$ cat src/rtl/mmu_sel_fork_if.sv
// Upstream request and downstream fork channels of the MMU selector.
// The master modport is the request/consumer side; the slave modport is the selector.
interface mmu_sel_fork_if #(
  parameter int NUM_PORTS = 5,
  parameter int DATA_W    = 32,
  parameter int CNT_W     = 8
);
  logic                 i_valid;
  logic                 o_ready;
  logic [NUM_PORTS-1:0] i_select;
  logic [DATA_W-1:0]    i_data;
  logic [NUM_PORTS-1:0] o_valid;
  logic [NUM_PORTS-1:0] i_ready;
  logic [DATA_W-1:0]    o_data;
  logic                 o_drop_err;
  logic [CNT_W-1:0]     o_drop_cnt;
  logic                 o_busy;

  modport master (
    output i_valid, i_select, i_data, i_ready,
    input  o_ready, o_valid, o_data, o_drop_err, o_drop_cnt, o_busy
  );

  modport slave (
    input  i_valid, i_select, i_data, i_ready,
    output o_ready, o_valid, o_data, o_drop_err, o_drop_cnt, o_busy
  );
endinterface

$ cat src/rtl/mmu_sel_fork.sv
// Clocked selector/fork: routes one request to a masked subset of consumers and
// holds it until every selected consumer has taken it; illegal masks are dropped.
//
//   state | meaning
//   EMPTY | pending == 0, ready for a new request
//   HOLD  | pending != 0, waiting on the remaining selected consumers
module mmu_sel_fork #(
  parameter int NUM_PORTS   = 5,
  parameter int DATA_W      = 32,
  parameter int ALLOW_MULTI = 1,
  parameter int CNT_W       = 8
) (
  input  logic              clk,
  input  logic              rst,
  mmu_sel_fork_if.slave     bus
);

  localparam logic [NUM_PORTS-1:0] PORT_ONE = NUM_PORTS'(1);
  localparam logic [CNT_W-1:0]     CNT_ONE  = CNT_W'(1);

  logic [NUM_PORTS-1:0] pending;
  logic [NUM_PORTS-1:0] pendingNext;
  logic [NUM_PORTS-1:0] remain;
  logic [DATA_W-1:0]    dataQ;
  logic                 dropErr;
  logic [CNT_W-1:0]     dropCnt;
  logic                 ready;
  logic                 accept;
  logic                 multiHot;
  logic                 illegal;
  logic                 loadLegal;
  logic                 dropNow;

  // Ready only looks at consumer readies, so a new request can load in the same
  // cycle the last outstanding consumer takes the current one.
  always_comb begin
    remain      = pending & ~bus.i_ready;
    ready       = (remain == '0);
    multiHot    = |(bus.i_select & (bus.i_select - PORT_ONE));
    illegal     = (bus.i_select == '0) || ((ALLOW_MULTI == 0) && multiHot);
    accept      = bus.i_valid && ready;
    loadLegal   = accept && !illegal;
    dropNow     = accept && illegal;
    pendingNext = remain;
    if (loadLegal) begin
      pendingNext = bus.i_select;
    end
  end

  always_ff @(posedge clk or posedge rst) begin
    if (rst) begin
      pending <= '0;
      dataQ   <= '0;
      dropErr <= 1'b0;
      dropCnt <= '0;
    end else begin
      pending <= pendingNext;
      dropErr <= dropNow;
      if (loadLegal) begin
        dataQ <= bus.i_data;
      end
      if (dropNow && (dropCnt != '1)) begin
        dropCnt <= dropCnt + CNT_ONE;
      end
    end
  end

  assign bus.o_ready    = ready;
  assign bus.o_valid    = pending;
  assign bus.o_data     = dataQ;
  assign bus.o_busy     = |pending;
  assign bus.o_drop_err = dropErr;
  assign bus.o_drop_cnt = dropCnt;

endmodule

$ cat src/flat_wrapper.sv
// flat-port wrapper written by rule: the top's interface ports become plain ports
module mmu_sel_fork_flat 
#(
  parameter int NUM_PORTS   = 5,
  parameter int DATA_W      = 32,
  parameter int ALLOW_MULTI = 1,
  parameter int CNT_W       = 8
)
  (clk, rst, bus_i_valid, bus_i_select, bus_i_data, bus_i_ready, bus_o_ready, bus_o_valid, bus_o_data, bus_o_drop_err, bus_o_drop_cnt, bus_o_busy);
  mmu_sel_fork_if #(.NUM_PORTS(NUM_PORTS), .DATA_W(DATA_W), .CNT_W(CNT_W)) bus_i ();
  input  logic clk;
  input  logic rst;
  input wire logic [$bits(bus_i.i_valid)-1:0] bus_i_valid;
  input wire logic [$bits(bus_i.i_select)-1:0] bus_i_select;
  input wire logic [$bits(bus_i.i_data)-1:0] bus_i_data;
  input wire logic [$bits(bus_i.i_ready)-1:0] bus_i_ready;
  output wire logic [$bits(bus_i.o_ready)-1:0] bus_o_ready;
  output wire logic [$bits(bus_i.o_valid)-1:0] bus_o_valid;
  output wire logic [$bits(bus_i.o_data)-1:0] bus_o_data;
  output wire logic [$bits(bus_i.o_drop_err)-1:0] bus_o_drop_err;
  output wire logic [$bits(bus_i.o_drop_cnt)-1:0] bus_o_drop_cnt;
  output wire logic [$bits(bus_i.o_busy)-1:0] bus_o_busy;
  assign bus_i.i_valid = bus_i_valid;
  assign bus_i.i_select = bus_i_select;
  assign bus_i.i_data = bus_i_data;
  assign bus_i.i_ready = bus_i_ready;
  assign bus_o_ready = bus_i.o_ready;
  assign bus_o_valid = bus_i.o_valid;
  assign bus_o_data = bus_i.o_data;
  assign bus_o_drop_err = bus_i.o_drop_err;
  assign bus_o_drop_cnt = bus_i.o_drop_cnt;
  assign bus_o_busy = bus_i.o_busy;
  mmu_sel_fork #(.NUM_PORTS(NUM_PORTS), .DATA_W(DATA_W), .ALLOW_MULTI(ALLOW_MULTI), .CNT_W(CNT_W)) u_core (.clk(clk), .rst(rst), .bus(bus_i));
endmodule
$ cat config.mk
export PLATFORM = sky130hd
export DESIGN_NAME = mmu_sel_fork_flat
export DESIGN_NICKNAME = d
export VERILOG_FILES = /design/src/rtl/mmu_sel_fork_if.sv /design/src/rtl/mmu_sel_fork.sv /design/src/flat_wrapper.sv
export SDC_FILE = /design/constraint.sdc
export NUM_CORES = 1
export LEC_CHECK = 0
export BUFFER_PORTS_ARGS = -buffer_cell sky130_fd_sc_hd__buf_2
export CORE_ASPECT_RATIO = 2
export CORE_UTILIZATION = 47
export DETAILED_ROUTE_END_ITERATION = 16
export PLACE_DENSITY = 0.9
export SLEW_MARGIN = 15
export SYNTH_ARGS = -nofsm -noshare
export SYNTH_HDL_FRONTEND = slang
export SYNTH_SLANG_ARGS = --single-unit
$ cat constraint.sdc
create_clock -name clk -period 2.46 [get_ports clk]
set_input_delay 0.246 -clock clk [delete_from_list [all_inputs] [get_ports clk]]
set_output_delay 0.246 -clock clk [all_outputs]
set_load 0.005 [all_outputs]
==> impl_metrics.json <==
{
  "status": "finished clean",
  "slew-limit-headroom_pct": 37.9,
  "gp_congestion": 0.824,
  "portBuffers": 92,
  "period_share_pct": 88.9,
  "tightestPinTransition_ns": 0.930,
  "cts_root_buf": "clkbuf_8",
  "nets": 279,
  "syn-num-nets": 182,
  "max_stage_delay_ns": 0.41,
  "critical_path_arrival_ns": 2.36,
  "overflow": 0,
  "vdd_drop_max_uv": 573,
  "firstDrtPassIters": 4,
  "grt_pass1_vias": 1494,
  "numCtsBuffers": 5,
  "synth.top_cell.area_share_pct": 55.2,
  "grt_first_pass_wirelength_um": 6760,
  "grt_start_max_net_pins": 47,
  "drc": 0,
  "finClkSkew_ns": 0.00830,
  "syn_to_final_growth_pct": 27.7,
  "fmax_mhz": 457,
  "crit_type": "register to register",
  "hold_viol_final": 0,
  "path_common_cell": "nor2b_4",
  "drv_cap": 0,
  "htreeDepth": 2,
  "critPathCaptureType": "register",
  "final.setup.tns_ns": 0,
  "holdCritPathClass": "primary input to asynchronous set/reset pin",
  "finalSetupViolCount": 0,
  "synth.area.top_cells": "dfrtp_1 55%, mux2_4 22%, buf_12 2.9%",
  "final_layout_size_suffix_gt1_share_pct": 62.8,
  "die-area_um2": 4720,
  "whs_ns": 0.151,
  "dpl.hpwl_um": 3270,
  "via_count": 1450,
  "synth_cells": 136,
  "r2r-end": "u_core.bus.o_data[2]$_DFFE_PP0P_",
  "fillers": 342,
  "rsz0062_at_grt": "no",
  "powerDensity_nw_per_um2": 886,
  "required_ns": 2.63,
  "num_rows": 33,
  "clk_latency_ns": 0.29,
  "rrSetupSlack_ns": 0.27,
  "synthesis.area_um2": 2080,
  "wl_um": 4300,
  "avgSynthCellArea_um2": 15.3,
  "min_period_ns": 2.19,
  "die_h_um": 96.2,
  "place_ws_ns": 0.294,
  "cp-endpoint": "u_core.bus.o_data[2]$_DFFE_PP0P_",
  "fin_ws_ns": 0.272,
  "initial_utilization_pct": 50.0,
  "fp.coreArea_um2": 4170,
  "r2r-start": "u_core.bus.o_valid[3]$_DFF_PP0_",
  "die_w_um": 49.1,
  "p_leak_nw": 1.41,
  "hold_buffers": 0,
  "tritoncts": "built",
  "clock_path_buffers": 2,
  "path_cells": "nor2b_4 -> nor4_4 -> and2_4 -> nor2b_4 -> buf_12 -> mux2_4",
  "synth_top_cell_by_area": "dfrtp_1",
  "n_antenna_cell": 0,
  "grt_antenna_before_repair": 0,
  "postCtsResizedCells": 0,
  "fin_util_pct": 63.8,
  "ys_seq_area_share_pct": 55.2,
  "ys_types": 29,
  "crit_path_start_kind": "register",
  "path_clk_slew_ns": 0.09,
  "wire_per_inst_um": 15.0,
  "critical_path_peak_fanout": 21,
  "drv_slew": 0,
  "clock_sinks": 46,
  "grt_usage_pct": 19.1,
  "finalPower_mw": 2.36,
  "slowest_stage": "dfrtp_1",
  "reg2regPathDepth": 6,
  "yosysWarnings": 0,
  "drt_iter0_markers": 13,
  "cp-startpoint": "u_core.bus.o_valid[3]$_DFF_PP0_",
  "ant_nets": 0,
  "synth_seq_cells": 46,
  "viasPerCell": 5.07,
  "ios": 93,
  "cts_setup_buffers": 0
}
## cell usage in the layout, fill, tap and decap left out
master,instances
nor3_2,1
nand2_1,9
mux2_2,5
nor3_1,4
clkinvlp_4,1
a21o_1,5
mux2_4,30
inv_2,1
nand4_1,2
nor2b_2,1
or4_1,1
clkinv_2,1
nand3_2,1
nor4_4,1
mux2_1,1
nor2_2,1
clkbuf_8,5
dfrtp_1,46
xor2_1,3
nor2b_1,5
o2111ai_1,1
buf_2,92
and2_4,1
buf_4,1
nand3_1,1
clkinv_4,1
a21boi_0,1
buf_12,1
nor2_1,2
and4_1,1
nor2b_4,3
inv_1,2
o21ai_0,1
ha_1,1
o21bai_1,1
## state kept, by name, indices dropped and copies added, names as in the netlist
| signal | count |
|---|---|
| u_core.bus.o_data | 32 |
| u_core.bus.o_drop_cnt | 8 |
| u_core.bus.o_drop_err | 1 |
| u_core.bus.o_valid | 5 |
## worst max-delay path: cells and delay by family, from the launching register on
kind	cells	cell delay (ns)
buffers and inverters	1	0.25
multiplexers	1	0.32
flip-flops	1	0.41
AND/OR/NAND/NOR	4	1.08
## layout make-up
type	instances	area [um2]	area share, %
Clock inverter	3	21.3	0.799
Inverter	3	11.3	0.423
Timing Repair Buffer	94	488	18.3
Clock buffer	5	68.8	2.59
Multi-Input combinational cell	83	856	32.2
Tap cell	52	65.1	2.44
Sequential cell	46	1150	43.3
## cells by family after synthesis
logic type / after synthesis / share of synthesized area (%)
fa+ha+maj: 1 / 0.600
mux: 36 / 24.8
xor+xnor: 3 / 1.26
buf+inv: 7 / 3.96
simple gates: 34 / 10.9
compound gates: 9 / 3.18
flops: 46 / 55.2
## worst min path at each step
stage	end	cells after the start	slack [ns]	from
floorplan	u_core.bus.o_valid[3]$_DFF_PP0_	1	0.36	bus_i_select[3]
detailed placement	u_core.bus.o_valid[3]$_DFF_PP0_	2	0.47	bus_i_select[3]
finish	u_core.bus.o_drop_err$_DFF_PP0_	2	0.15	rst
global placement	u_core.bus.o_valid[2]$_DFF_PP0_	2	0.46	bus_i_select[2]
global route	u_core.bus.o_data[31]$_DFFE_PP0P_	2	0.17	bus_i_data[31]
CTS	u_core.bus.o_valid[3]$_DFF_PP0_	2	0.16	bus_i_select[3]
## Yosys cell counts
library cell / n
dfrtp_1: 46
mux2_4: 30
nand2_1: 9
a21o_1: 5
mux2_2: 5
nor2b_1: 5
nor3_1: 4
buf_12: 3
inv_1: 3
xor2_1: 3
nand4_1: 2
nor2_1: 2
nor2b_2: 2
nor2b_4: 2
a21boi_0: 1
and2_4: 1
and4_1: 1
buf_6: 1
ha_1: 1
mux2_1: 1
nand3_1: 1
nand3_2: 1
nor2_2: 1
nor3_2: 1
nor4_4: 1
o2111ai_1: 1
o21ai_0: 1
o21bai_1: 1
or4_1: 1
## routing by layer
metal  GRT usage (%)  wire, um  share of wire, %
met2            35.5      2470                57
met4            10.0       124               2.9
met1            20.2      1560                36
met5               0         0                 0
met3            3.00       152               3.5
## through the flow
step / cell area [um2] / std cells
after global routing: 2660 / 286
final: 2660 / 286
after global placement: 2570 / 278
after floorplan: 2080 / 136
after detailed placement: 2570 / 278
after CTS: 2660 / 286
## where the power goes
part	total, mW	internal [mW]	leakage, nW	switching, mW
clock	0.452	0.200	0.0441	0.253
combinational	0.796	0.511	0.808	0.285
sequential	1.11	0.978	0.562	0.132
Power figures use the tool's default switching activity.
